===== config.mk =====
export PLATFORM = sky130hd
export DESIGN_NAME = imm_extend_pipe
export DESIGN_NICKNAME = d
export VERILOG_FILES = /design/src/rtl/imm_ext_pkg.sv /design/src/rtl/imm_ext_core.sv /design/src/rtl/imm_extend_pipe.sv
export SDC_FILE = /design/constraint.sdc
export NUM_CORES = 1
export LEC_CHECK = 0
export CAP_MARGIN = 5
export CORE_MARGIN = 2
export CORE_UTILIZATION = 52
export CTS_BUF_LIST = sky130_fd_sc_hd__clkbuf_16
export DETAILED_ROUTE_END_ITERATION = 6
export HOLD_SLACK_MARGIN = 0.08
export PLACE_DENSITY = 0.82
export SETUP_SLACK_MARGIN = 0.5
export SLEW_MARGIN = 20
export SYNTH_ARGS = -nofsm -noshare
export SYNTH_HDL_FRONTEND = slang
export SYNTH_HIERARCHICAL = 1
export SYNTH_SLANG_ARGS = --single-unit

===== constraint.sdc =====
create_clock -name clk -period 1.8 [get_ports clk]
set_input_delay 0.45 -clock clk [delete_from_list [all_inputs] [get_ports clk]]
set_output_delay 0.45 -clock clk [all_outputs]
set_load 0.01 [all_outputs]

===== src/rtl/imm_ext_pkg.sv =====
// Shared encodings and field widths for the immediate-extension pipeline.
package imm_ext_pkg;

    typedef enum logic [1:0] {
        LEN5    = 2'b00,
        LEN8    = 2'b01,
        LEN11   = 2'b10,
        LEN_ILL = 2'b11
    } imm_len_e;

    localparam int LEN5_W  = 5;
    localparam int LEN8_W  = 8;
    localparam int LEN11_W = 11;

    // Field width for an encoding; zero for the illegal code.
    function automatic logic [3:0] len_width(input imm_len_e len);
        case (len)
            LEN5:    len_width = 4'(LEN5_W);
            LEN8:    len_width = 4'(LEN8_W);
            LEN11:   len_width = 4'(LEN11_W);
            default: len_width = 4'd0;
        endcase
    endfunction

endpackage


===== src/rtl/imm_ext_core.sv =====
// Combinational sign/zero extension of a 5/8/11-bit immediate field to OUT_W bits.
module imm_ext_core
    import imm_ext_pkg::*;
#(
    parameter int IN_W  = 11,
    parameter int OUT_W = 16
) (
    input  logic [IN_W-1:0]  data_in,
    input  logic [1:0]       imm_len,
    input  logic             imm_sign,
    output logic [OUT_W-1:0] value,
    output logic             err
);

    // Working width covers both the widest field and the output.
    localparam int PAD_W = (OUT_W > LEN11_W) ? OUT_W : LEN11_W;

    imm_len_e         w_len;
    logic [PAD_W-1:0] w_pad;
    logic [PAD_W-1:0] w_mask;
    logic [PAD_W-1:0] w_ext;
    logic [3:0]       w_n;
    logic             w_top;

    assign w_len = imm_len_e'(imm_len);
    assign w_pad = PAD_W'(data_in);
    assign w_n   = len_width(w_len);

    always_comb begin
        w_top = 1'b0;
        case (w_len)
            LEN5:    w_top = w_pad[LEN5_W-1];
            LEN8:    w_top = w_pad[LEN8_W-1];
            LEN11:   w_top = w_pad[LEN11_W-1];
            default: w_top = 1'b0;
        endcase
    end

    always_comb begin
        w_mask = {PAD_W{1'b1}} << w_n;
        w_ext  = (w_pad & ~w_mask) | ((imm_sign && w_top) ? w_mask : '0);
        err    = (w_len == LEN_ILL);
        value  = err ? '0 : w_ext[OUT_W-1:0];
    end

endmodule


===== src/rtl/imm_extend_pipe.sv =====
// Immediate extender feeding a two-entry skid FIFO; values are extended before storage.
module imm_extend_pipe
    import imm_ext_pkg::*;
#(
    parameter int IN_W  = 11,
    parameter int OUT_W = 16,
    parameter int DEPTH = 2
) (
    input  logic             clk,
    input  logic             rst_n,
    input  logic             flush,
    input  logic             in_valid,
    output logic             in_ready,
    input  logic [IN_W-1:0]  data_in,
    input  logic [1:0]       imm_len,
    input  logic             imm_sign,
    output logic             out_valid,
    input  logic             out_ready,
    output logic [OUT_W-1:0] extended_data,
    output logic             imm_err
);

    localparam logic [1:0] FULL = 2'(DEPTH);

    logic [OUT_W-1:0] r_val [2];
    logic             r_err [2];
    logic             r_wptr;
    logic             r_rptr;
    logic [1:0]       r_count;

    logic [OUT_W-1:0] w_val;
    logic             w_err;
    logic             w_push;
    logic             w_pop;

    imm_ext_core #(
        .IN_W  (IN_W),
        .OUT_W (OUT_W)
    ) u_core (
        .data_in  (data_in),
        .imm_len  (imm_len),
        .imm_sign (imm_sign),
        .value    (w_val),
        .err      (w_err)
    );

    // in_ready is a pure function of registered count, so out_ready never reaches it.
    assign in_ready  = (r_count != FULL);
    assign out_valid = (r_count != 2'd0);
    assign w_push    = in_valid && in_ready && !flush;
    assign w_pop     = out_valid && out_ready && !flush;

    // Gate by out_valid so reset and empty states present zero.
    assign extended_data = out_valid ? r_val[r_rptr] : '0;
    assign imm_err       = out_valid ? r_err[r_rptr] : 1'b0;

    always_ff @(posedge clk or negedge rst_n) begin
        if (!rst_n) begin
            r_val[0] <= '0;
            r_val[1] <= '0;
            r_err[0] <= 1'b0;
            r_err[1] <= 1'b0;
            r_wptr   <= 1'b0;
            r_rptr   <= 1'b0;
            r_count  <= 2'd0;
        end else if (flush) begin
            r_wptr  <= 1'b0;
            r_rptr  <= 1'b0;
            r_count <= 2'd0;
        end else begin
            if (w_push) begin
                r_val[r_wptr] <= w_val;
                r_err[r_wptr] <= w_err;
                r_wptr        <= ~r_wptr;
            end
            if (w_pop) begin
                r_rptr <= ~r_rptr;
            end
            case ({w_push, w_pop})
                2'b10:   r_count <= r_count + 2'd1;
                2'b01:   r_count <= r_count - 2'd1;
                default: r_count <= r_count;
            endcase
        end
    end

endmodule


* Word-level counts from Yosys, hierarchy flattened *
Index checks and enable logic that the tools add are counted.

cells by class
  reduce and logical (&&, ||, !) cells = 13
  $mul = 0
  shift-type cells = 1
  eq/ne operators = 6
  $add $sub $neg = 2
  bitwise operators = 8
  multiplexer cells = 24
  order comparisons = 3
  divide/modulo/power cells = 0

operators with widths
  cell                                                       count
  2-to-1 mux 16 bit                                          7
  bitwise mux 32 bit                                         1
  bitwise AND 11 x 16 -> 16 bit                              1
  demux 16 bit (select 1 bit)                                1
  NOT 16 bit                                                 1
  OR 16 bit                                                  1
  left shift 16 x 4 -> 16 bit (first input constant)         1
  one-hot mux 4 bit (3 select lines)                         1
  2-to-1 mux 1 bit                                           9
  == test 2 bit (second input constant)                      3
  logical AND 1 bit                                          6
  nonzero test 2 bit                                         3
  == test 2 x 1 -> 1 bit (second input constant)             2
  greater-or-equal comparator 2 bit (second input constant)  2
  NOT 1 -> 2 bit                                             2
  one-hot mux 2 bit (2 select lines)                         1
  NOT 1 bit                                                  3
  one-hot mux 1 bit (3 select lines)                         1
  nonzero test 3 bit                                         1
  adder 2 x 1 -> 2 bit (second input constant)               1
  bitwise mux 2 bit                                          1
  zero test 2 bit                                            1
  < comparator 2 x 1 -> 1 bit (second input constant)        1
  2-to-1 mux 2 bit                                           1
  other kinds (5)                                            5

storage, ports and cells
  bits in writable memories = 0
  bits in read-only memories = 0
  word-level logic and storage cells = 64
  output and inout bits = 19
  latch bits = 0
  register bits = 38
  bits of input ports = 19
  memories kept = 0

* Longest topological paths before layout *
Gate-level depths: netlist (run 1).

  depth in word-level cells = 8
  gate-level depth with buffers = 6

* Modules after synthesis *
Netlist (run 1), hierarchy kept.

modules (own cells, without submodules)
  module           times used  cells an instance  area an instance (um2)  sequential area each (um2)
  imm_extend_pipe  1           133                1755.4                  950.9
  imm_ext_core     1           44                 336.6                   0.0

* Worst setup path before layout (run 1) *
No wires, ideal clock.

  path type = input-to-reg
  start point = input imm_len[0]
  end point = register r_val[28] (netlist bit)
  stages = 6
  required time = 1.675 ns
  data arrival time = 1.797 ns
  slack = -0.121 ns
  library setup time = 0.125 ns
  cells stage by stage = inv_1 > ha_1 > a222oi_1 > a211oi_1 > buf_4 > mux2_2

between the ends
  word-level cells in the longest chain between the ends = 8

RTL lines
  what                                   RTL line                               RTL
  start, declared                        imm_extend_pipe.sv:15                  input logic [1:0] imm_len,
  == test 2 bit (tied with other cells)  imm_ext_pkg.sv:17, imm_ext_core.sv:31
  one-hot mux 4 bit (3 select lines)     imm_ext_pkg.sv:17                      case (len)
  left shift 16 x 4 -> 16 bit            imm_ext_core.sv:40                     w_mask = {PAD_W{1'b1}} << w_n;
  NOT 16 bit                             imm_ext_core.sv:41                     w_ext = (w_pad & ~w_mask) | ((imm_sign && w_top) ? w_mask : '0);
  bitwise AND 11 x 16 -> 16 bit          imm_ext_core.sv:41
  OR 16 bit                              imm_ext_core.sv:41
  2-to-1 mux 16 bit *                    imm_ext_core.sv:43                     value = err ? '0 : w_ext[OUT_W-1:0];
  via w_val[12]                          imm_extend_pipe.sv:31                  logic [OUT_W-1:0] w_val;
  bitwise mux 32 bit *                   imm_extend_pipe.sv:72                  r_val[r_wptr] <= w_val;
  end signal, assigned by index          imm_extend_pipe.sv:72
  end, declared                          imm_extend_pipe.sv:25                  logic [OUT_W-1:0] r_val [2];

Mark *: on every way through the listed nets, which the timed path passes. The rest lies on a longest branch.
A chain may end at the register's enable or synchronous reset.

* Worst setup path after layout (run 1) *
  start point = register r_rptr
  end point = output extended_data[2]

between the ends
  word-level cells in the longest chain between the ends = 5

RTL lines
  what                                                  RTL line               RTL
  start, declared                                       imm_extend_pipe.sv:28  logic r_rptr;
  start signal, assigned                                imm_extend_pipe.sv:77  r_rptr <= ~r_rptr;
  NOT 1 -> 2 bit (not written as such)                  imm_extend_pipe.sv:54  assign extended_data = out_valid ? r_val[r_rptr] : '0;
  2-to-1 mux 16 bit (not written as such) (3 in a row)  imm_extend_pipe.sv:54
  2-to-1 mux 16 bit                                     imm_extend_pipe.sv:54
  end, declared                                         imm_extend_pipe.sv:19  output logic [OUT_W-1:0] extended_data,

No other way between the ends. The select of a mux whose other input is x is not followed.

==> results of run 1 <==
[area by class of cell]
class	count	area [µm²]	area share, %
multi-input combinational	127	1480	39.6
timing repair buffer	93	1040	28.0
sequential	38	955	25.6
clock buffer	5	125	3.35
tap	50	62.6	1.68
inverter	5	56.3	1.51
clock inverter	3	12.5	0.335
[state kept, by name, summed over array words and instances (netlist names)]
signal   cells
r_count      2
r_err        2
r_rptr       1
r_val       32
r_wptr       1
[what timing repair did]
action | in CTS | in global routing
gates cloned | 7 | 1
gates resized for setup | 152 | 19
endpoints found under the setup margin | 56 | 57
buffers inserted | 15 | 6
pin swaps | 12 | 10
[layout by cell type (no fill, tap or decap), types with 3 or more instances in the layout]
cell type,n
mux2i_2,4
mux2_4,34
clkbuf_16,6
buf_16,6
nor2_1,24
ha_1,3
a2111oi_2,4
a21oi_2,3
dfrtp_2,3
dfrtp_1,35
buf_4,22
a2111oi_4,4
buf_2,17
clkdlybuf4s50_1,9
mux2i_1,16
dlygate4sd2_1,7
buf_12,9
ha_4,3
buf_6,20
nor2b_1,3
[logic make-up after synthesis]
group / Yosys count / share of synthesized area [%]
multiplexers: 54 / 27.9
AND/OR/NAND/NOR: 39 / 9.99
flip-flops: 38 / 45.5
AO/OA/AOI/OAI: 27 / 9.69
buffers and inverters: 12 / 2.99
adder cells (fa/ha/maj): 6 / 3.59
XOR/XNOR: 1 / 0.419
[cells in the mapped netlist, types with 2 or more instances]
master     number
dfrtp_1        38
buf_2           2
clkbuf_1        2
o21ai_0         2
mux2_2         34
a211oi_1        3
a311oi_1        2
inv_1           4
buf_4           2
nor2_1         26
nand3b_1        2
a21oi_1         6
a2111oi_0       8
mux2i_1        20
ha_1            6
nor2b_1         4
[power groups by stage]
stage               combinational [mW]  clock, mW  sequential (mW)
floorplan                        0.475          0             1.10
global placement                 0.729          0             1.12
detailed placement               0.757          0             1.13
CTS                              0.973      0.836             1.12
global route                      1.14      0.904             1.18
finish                            1.11      0.867             1.18
[path summary, 6_finish.rpt]
| check | end | slack [ps] |
|---|---|---|
| setup / recovery | extended_data[2] | -170 |
| hold / removal | r_val[26]$_DFFE_PN0P_ | 520 |
| setup reg to reg | r_val[22]$_DFFE_PN0P_ | -30 |
| hold reg to reg | r_val[26]$_DFFE_PN0P_ | 520 |
| max in group asynchronous | r_count[0]$_DFFE_PN0P_ | 1030 |
| min in group asynchronous | r_val[2]$_DFFE_PN0P_ | 570 |
[layer usage]
metal,vias to the layer above,GRT usage (%),routed length (µm)
met4,0,24.5,793
met5,-,0,0
met2,165,62.5,4620
met3,72,8.50,762
met1,1062,42.6,3390
li1,839,-,-
[critical path, stage by stage, from the launching register on]
cell and delay, ps:
dfrtp_2 450, buf_6 150, buf_16 140, mux2i_1 120, nor2_1 180, buf_2 180
[stage by stage]
stage / area (µm²) / setup WS, ps / power [mW] / utilization [%]
after floorplan: 2320 / 19.8 / 1.58 / -
after global placement: 2970 / -549 / 1.85 / 75.3
after detailed placement: 2970 / -650 / 1.89 / 75.3
after CTS: 3600 / -8.64 / 2.93 / 91.3
after global routing: 3730 / -185 / 3.23 / 94.7
final: 3730 / -173 / 3.16 / 94.7
==> flow_summary.json, run 1 <==
{
  "hold_violations": 0,
  "nNetsFinal": 295,
  "yosysTopAreaCellShare_pct": 45.5,
  "reg2reg_depth": 8,
  "clockBufferDepth": 2,
  "areaGrowthSynthToFinish_pct": 78.4,
  "syn_inst": 177,
  "synth_top_cell_by_area": "dfrtp_1",
  "powerDensity_mw_per_mm2": 845,
  "synth_warnings": 6,
  "wl_per_cell_um": 29.8,
  "first_pass_iters": 4,
  "fmax_ghz": 0.507,
  "layoutNonFillerInstCount": 321,
  "startpoint_type": "flop",
  "status": "finished, violations left",
  "syn_nets": 202,
  "crit_arrival_ps": 1520,
  "period_share_pct": 110,
  "crit_start": "r_rptr$_DFFE_PN0P_",
  "cts-hold-fix-buffers": 0,
  "core_mm2": 0.00394,
  "grt_pass1_wl_um": 11600,
  "power_frac_comb_pct": 35.1,
  "failed_checks": "negative setup slack",
  "diodes": 0,
  "hpwl_um": 3670,
  "maxCapViolations": 0,
  "ys_ff_latch": 38,
  "dr_total_vias": 2138,
  "yosysSeqAreaShare_pct": 45.5,
  "cts.sinks": 38,
  "drive_gt1_share_pct": 59.0,
  "path_class": "flop to output port",
  "post_synth.cell_area_avg_um2": 11.8,
  "ir_drop_uv": 993,
  "rows": 23,
  "drt_first_iter_violations": 184,
  "placedCellCount": 284,
  "drc_errors": 0,
  "clkPwrFrac_pct": 27.5,
  "die_h_um": 67.4,
  "port_buffers": 37,
  "rr_startpoint": "r_count[1]$_DFFE_PN0P_",
  "start_util_pct": 53.1,
  "drt-total-wl_um": 9570,
  "setup_viol": 32,
  "tns_ps": -2260,
  "synth_edf_count": 0,
  "hp-start": "r_val[26]$_DFFE_PN0P_",
  "fin_crit_ps": 1970,
  "clock_latency_ps": 290,
  "cts-root-buf": "clkbuf_16",
  "p_leak_nw": 1.71,
  "grt_max_degree": 39,
  "ant_nets": 0,
  "gp_congestion": 0.866,
  "ioPinCount": 38,
  "switching_share_pct": 31.7,
  "slew_headroom_pct": 64.4,
  "die_w_um": 67.4,
  "p_switching_mw": 1.00,
  "dieArea_mm2": 0.00455,
  "critPathRequiredTime_ps": 1350,
  "grt_overflow": 0,
  "cts_htree_levels": 2,
  "power.internal_mw": 2.16,
  "worstMarginPinSlew_ps": 534,
  "grt_pass1_vias": 2099,
  "hp-class": "flop to flop",
  "yosysUniqueCellTypes": 32,
  "min_path_cells": 1,
  "cts_made_buffers": 5,
  "crit_fanout": 5,
  "syn_area_mm2": 0.00209,
  "endpoint_kind": "output port",
  "grt.total_usage_pct": 37.3,
  "fin_skew_ps": 4.91,
  "rsz0062_at_grt": "yes",
  "synthArstFlopShare_pct": 100,
  "hold-worst-slack_ps": 520,
  "clkTransAtPathRegs_ps": 60,
  "fin_ws_ps": -173,
  "vias_per_cell": 6.66,
  "fillers": 96,
  "synth_area_leaders": "dfrtp_1 45%, mux2_2 18%, mux2i_1 9.6%",
  "pwr-share-seq_pct": 37.4,
  "antenna_found_initial": 0,
  "synth_flop_cell": "dfrtp_1",
  "cts_tree": "built",
  "drv_slew": 0
}
Note: power is estimated with default switching activity, not from simulation.
==> run 2: changes to the inputs <==
--- a/config.mk
+++ b/config.mk
@@ -9,6 +9,7 @@
 export CORE_MARGIN = 2
 export CORE_UTILIZATION = 52
 export CTS_BUF_LIST = sky130_fd_sc_hd__clkbuf_16
+export CTS_CLUSTER_DIAMETER = 200
 export DETAILED_ROUTE_END_ITERATION = 6
 export HOLD_SLACK_MARGIN = 0.08
 export PLACE_DENSITY = 0.82
==> results of run 2 <==
No change in the layout: final DEF, timing and power equal those of run 1.
==> run 3: changes to the inputs <==
--- a/config.mk
+++ b/config.mk
@@ -7,12 +7,13 @@
 export LEC_CHECK = 0
 export CAP_MARGIN = 5
 export CORE_MARGIN = 2
-export CORE_UTILIZATION = 52
+export CORE_UTILIZATION = 61
 export CTS_BUF_LIST = sky130_fd_sc_hd__clkbuf_16
 export CTS_CLUSTER_DIAMETER = 200
 export DETAILED_ROUTE_END_ITERATION = 6
+export DONT_BUFFER_PORTS = 1
 export HOLD_SLACK_MARGIN = 0.08
-export PLACE_DENSITY = 0.82
+export PLACE_DENSITY = 0.8
 export SETUP_SLACK_MARGIN = 0.5
 export SLEW_MARGIN = 20
 export SYNTH_ARGS = -nofsm -noshare
==> constraint.sdc (replaced) <==
create_clock -name clk -period 2.4 [get_ports clk]
set_input_delay 0.6 -clock clk [delete_from_list [all_inputs] [get_ports clk]]
set_output_delay 0.6 -clock clk [all_outputs]
set_load 0.01 [all_outputs]
==> flow_summary.json, run 3 (same netlist as run 1, synthesis figures left out) <==
{
  "status": "complete, no violations",
  "drv_slew": 0,
  "dieArea_mm2": 0.00391,
  "cts_tree": "built",
  "rsz0062_at_grt": "no",
  "ant_nets": 0,
  "grt_pass1_vias": 1433,
  "ioPinCount": 38,
  "die_w_um": 62.6,
  "crit_slowest_cell": "dfrtp_4",
  "power.internal_mw": 1.55,
  "path_delay_family": "flip-flops",
  "cts.sinks": 38,
  "maxCapViolations": 0,
  "powerDensity_mw_per_mm2": 836,
  "clkTransAtPathRegs_ps": 60,
  "crit_fanout": 9,
  "placedCellCount": 220,
  "vias_per_cell": 6.18,
  "dr_total_vias": 1428,
  "clock_latency_ps": 280,
  "wl_per_cell_um": 18.7,
  "final_common_cell": "dfrtp_1",
  "cts-root-buf": "clkbuf_16",
  "worst-path-buf-inv": 1,
  "drc_errors": 0,
  "first_pass_iters": 4,
  "fin_skew_ps": 3.88,
  "ir_drop_uv": 577,
  "grt.total_usage_pct": 23.7,
  "diodes": 0,
  "max_flop_register": "r_val",
  "largest_reg_flops": 32,
  "cts_htree_levels": 2,
  "endpoint_kind": "output port",
  "p_switching_mw": 0.486,
  "port_buffers": 0,
  "setup_viol": 0,
  "areaGrowthSynthToFinish_pct": 16.3,
  "worstMarginPinSlew_ps": 650,
  "antenna_found_initial": 0,
  "slew_headroom_pct": 56.7,
  "fin_crit_ps": 1860,
  "hpwl_um": 2790,
  "power_frac_comb_pct": 17.8,
  "crit_arrival_ps": 1260,
  "grt_overflow": 0,
  "rows": 21,
  "drive_gt1_share_pct": 33.0,
  "clkPwrFrac_pct": 41.0,
  "layoutNonFillerInstCount": 231,
  "final_cell_mix": "37 x dfrtp_1, 32 x mux2_2, 25 x nor2_1",
  "hold_violations": 0,
  "switching_share_pct": 23.9,
  "grt_max_degree": 39,
  "cts_made_buffers": 5,
  "gp_congestion": 0.785,
  "fmax_ghz": 0.537,
  "path_cells": "buf_12 -> mux2i_1 -> nor2_1",
  "start_util_pct": 63.2,
  "die_h_um": 62.6,
  "drt_first_iter_violations": 98,
  "pwr-share-seq_pct": 41.2,
  "core_mm2": 0.00331,
  "tns_ps": 0,
  "path_class": "flop to output port",
  "period_share_pct": 77.6,
  "critPathRequiredTime_ps": 1800,
  "startpoint_type": "flop",
  "hp-class": "primary input to asynchronous set/reset pin",
  "nNetsFinal": 209,
  "clockBufferDepth": 2,
  "grt_pass1_wl_um": 7070,
  "drt-total-wl_um": 4310,
  "p_leak_nw": 1.03,
  "cp_slowest_stage_delay_ps": 490,
  "top_regs": "r_val: 32 flops, r_count: 2 flops, r_err: 2 flops"
}
==> run 3: changes by cell type in the layout (fill, tap and decap cells not counted), moves of 6 or more <==
cell / before / now
dlygate4sd2_1: 7 / 0
clkdlybuf4s50_1: 9 / 0
mux2_4: 34 / 2
a2111oi_0: 0 / 7
buf_6: 20 / 1
buf_12: 9 / 2
buf_4: 22 / 4
buf_2: 17 / 0
buf_16: 6 / 0
mux2_2: 0 / 32
==> run 3: area by class of cell <==
cell class              count  area, µm²
multi-input cells         127       1120
flip-flops and latches     38        955
fillers                   255        877
clock buffers               5        125
repair buffers              7       81.3
clock inverters             3       63.8
well taps                  46       57.6
inverters                   5       33.8
==> run 3: what timing repair did <==
action,4_1_cts,5_1_grt
buffers inserted,0,2
setup endpoints to repair,17,17
hold endpoints to repair,38,0
hold buffers,1,0
gates resized for setup,2,2
pin swaps,0,0
==> run 3: power by group through the flow <==
stage | registers [mW] | clock network, mW | logic [mW]
after floorplan | 0.822 | 0 | 0.286
after global placement | 0.845 | 0 | 0.306
after detailed placement | 0.856 | 0 | 0.320
after CTS | 0.849 | 0.844 | 0.339
after global routing | 0.850 | 0.878 | 0.404
final | 0.839 | 0.835 | 0.362
==> run 3: stage by stage <==
stage          util [%]  hold slack [ps]  instance area (µm²)  setup slack (ps)  power (mW)
6_report           73.5              156                 2430               536        2.03
5_1_grt            73.5              164                 2430               502        2.13
4_1_cts            72.4              160                 2400               506        2.03
3_5_place_dp       66.0              305                 2190               323        1.18
3_3_place_gp       66.0              306                 2190               374        1.15
2_1_floorplan         -              304                 2140               469        1.11
==> run 3: final timing paths <==
| kind | endpoint | from | depth (start not counted) | slack, ps |
|---|---|---|---|---|
| setup / recovery | extended_data[1] | r_rptr$_DFFE_PN0P_ | 3 | 540 |
| hold / removal | r_val[12]$_DFFE_PN0P_ | rst_n | 1 | 160 |
| setup reg to reg | r_val[10]$_DFFE_PN0P_ | r_count[1]$_DFFE_PN0P_ | 5 | 650 |
| hold reg to reg | r_val[18]$_DFFE_PN0P_ | r_val[18]$_DFFE_PN0P_ | 1 | 510 |
| max in group asynchronous | r_rptr$_DFFE_PN0P_ | rst_n | 1 | 2050 |
| min in group clk | r_count[0]$_DFFE_PN0P_ | flush | 1 | 370 |
==> run 3: metal layers <==
metal | part of all wire [%] | wire length (µm) | vias up | GRT usage [%]
met4 | 0.76 | 33 | 0 | 9.17
met2 | 51 | 2200 | 49 | 39.2
met1 | 43 | 1870 | 714 | 30.0
met3 | 4.9 | 213 | 2 | 5.95
met5 | 0 | 0 | - | 0
li1 | - | - | 663 | -
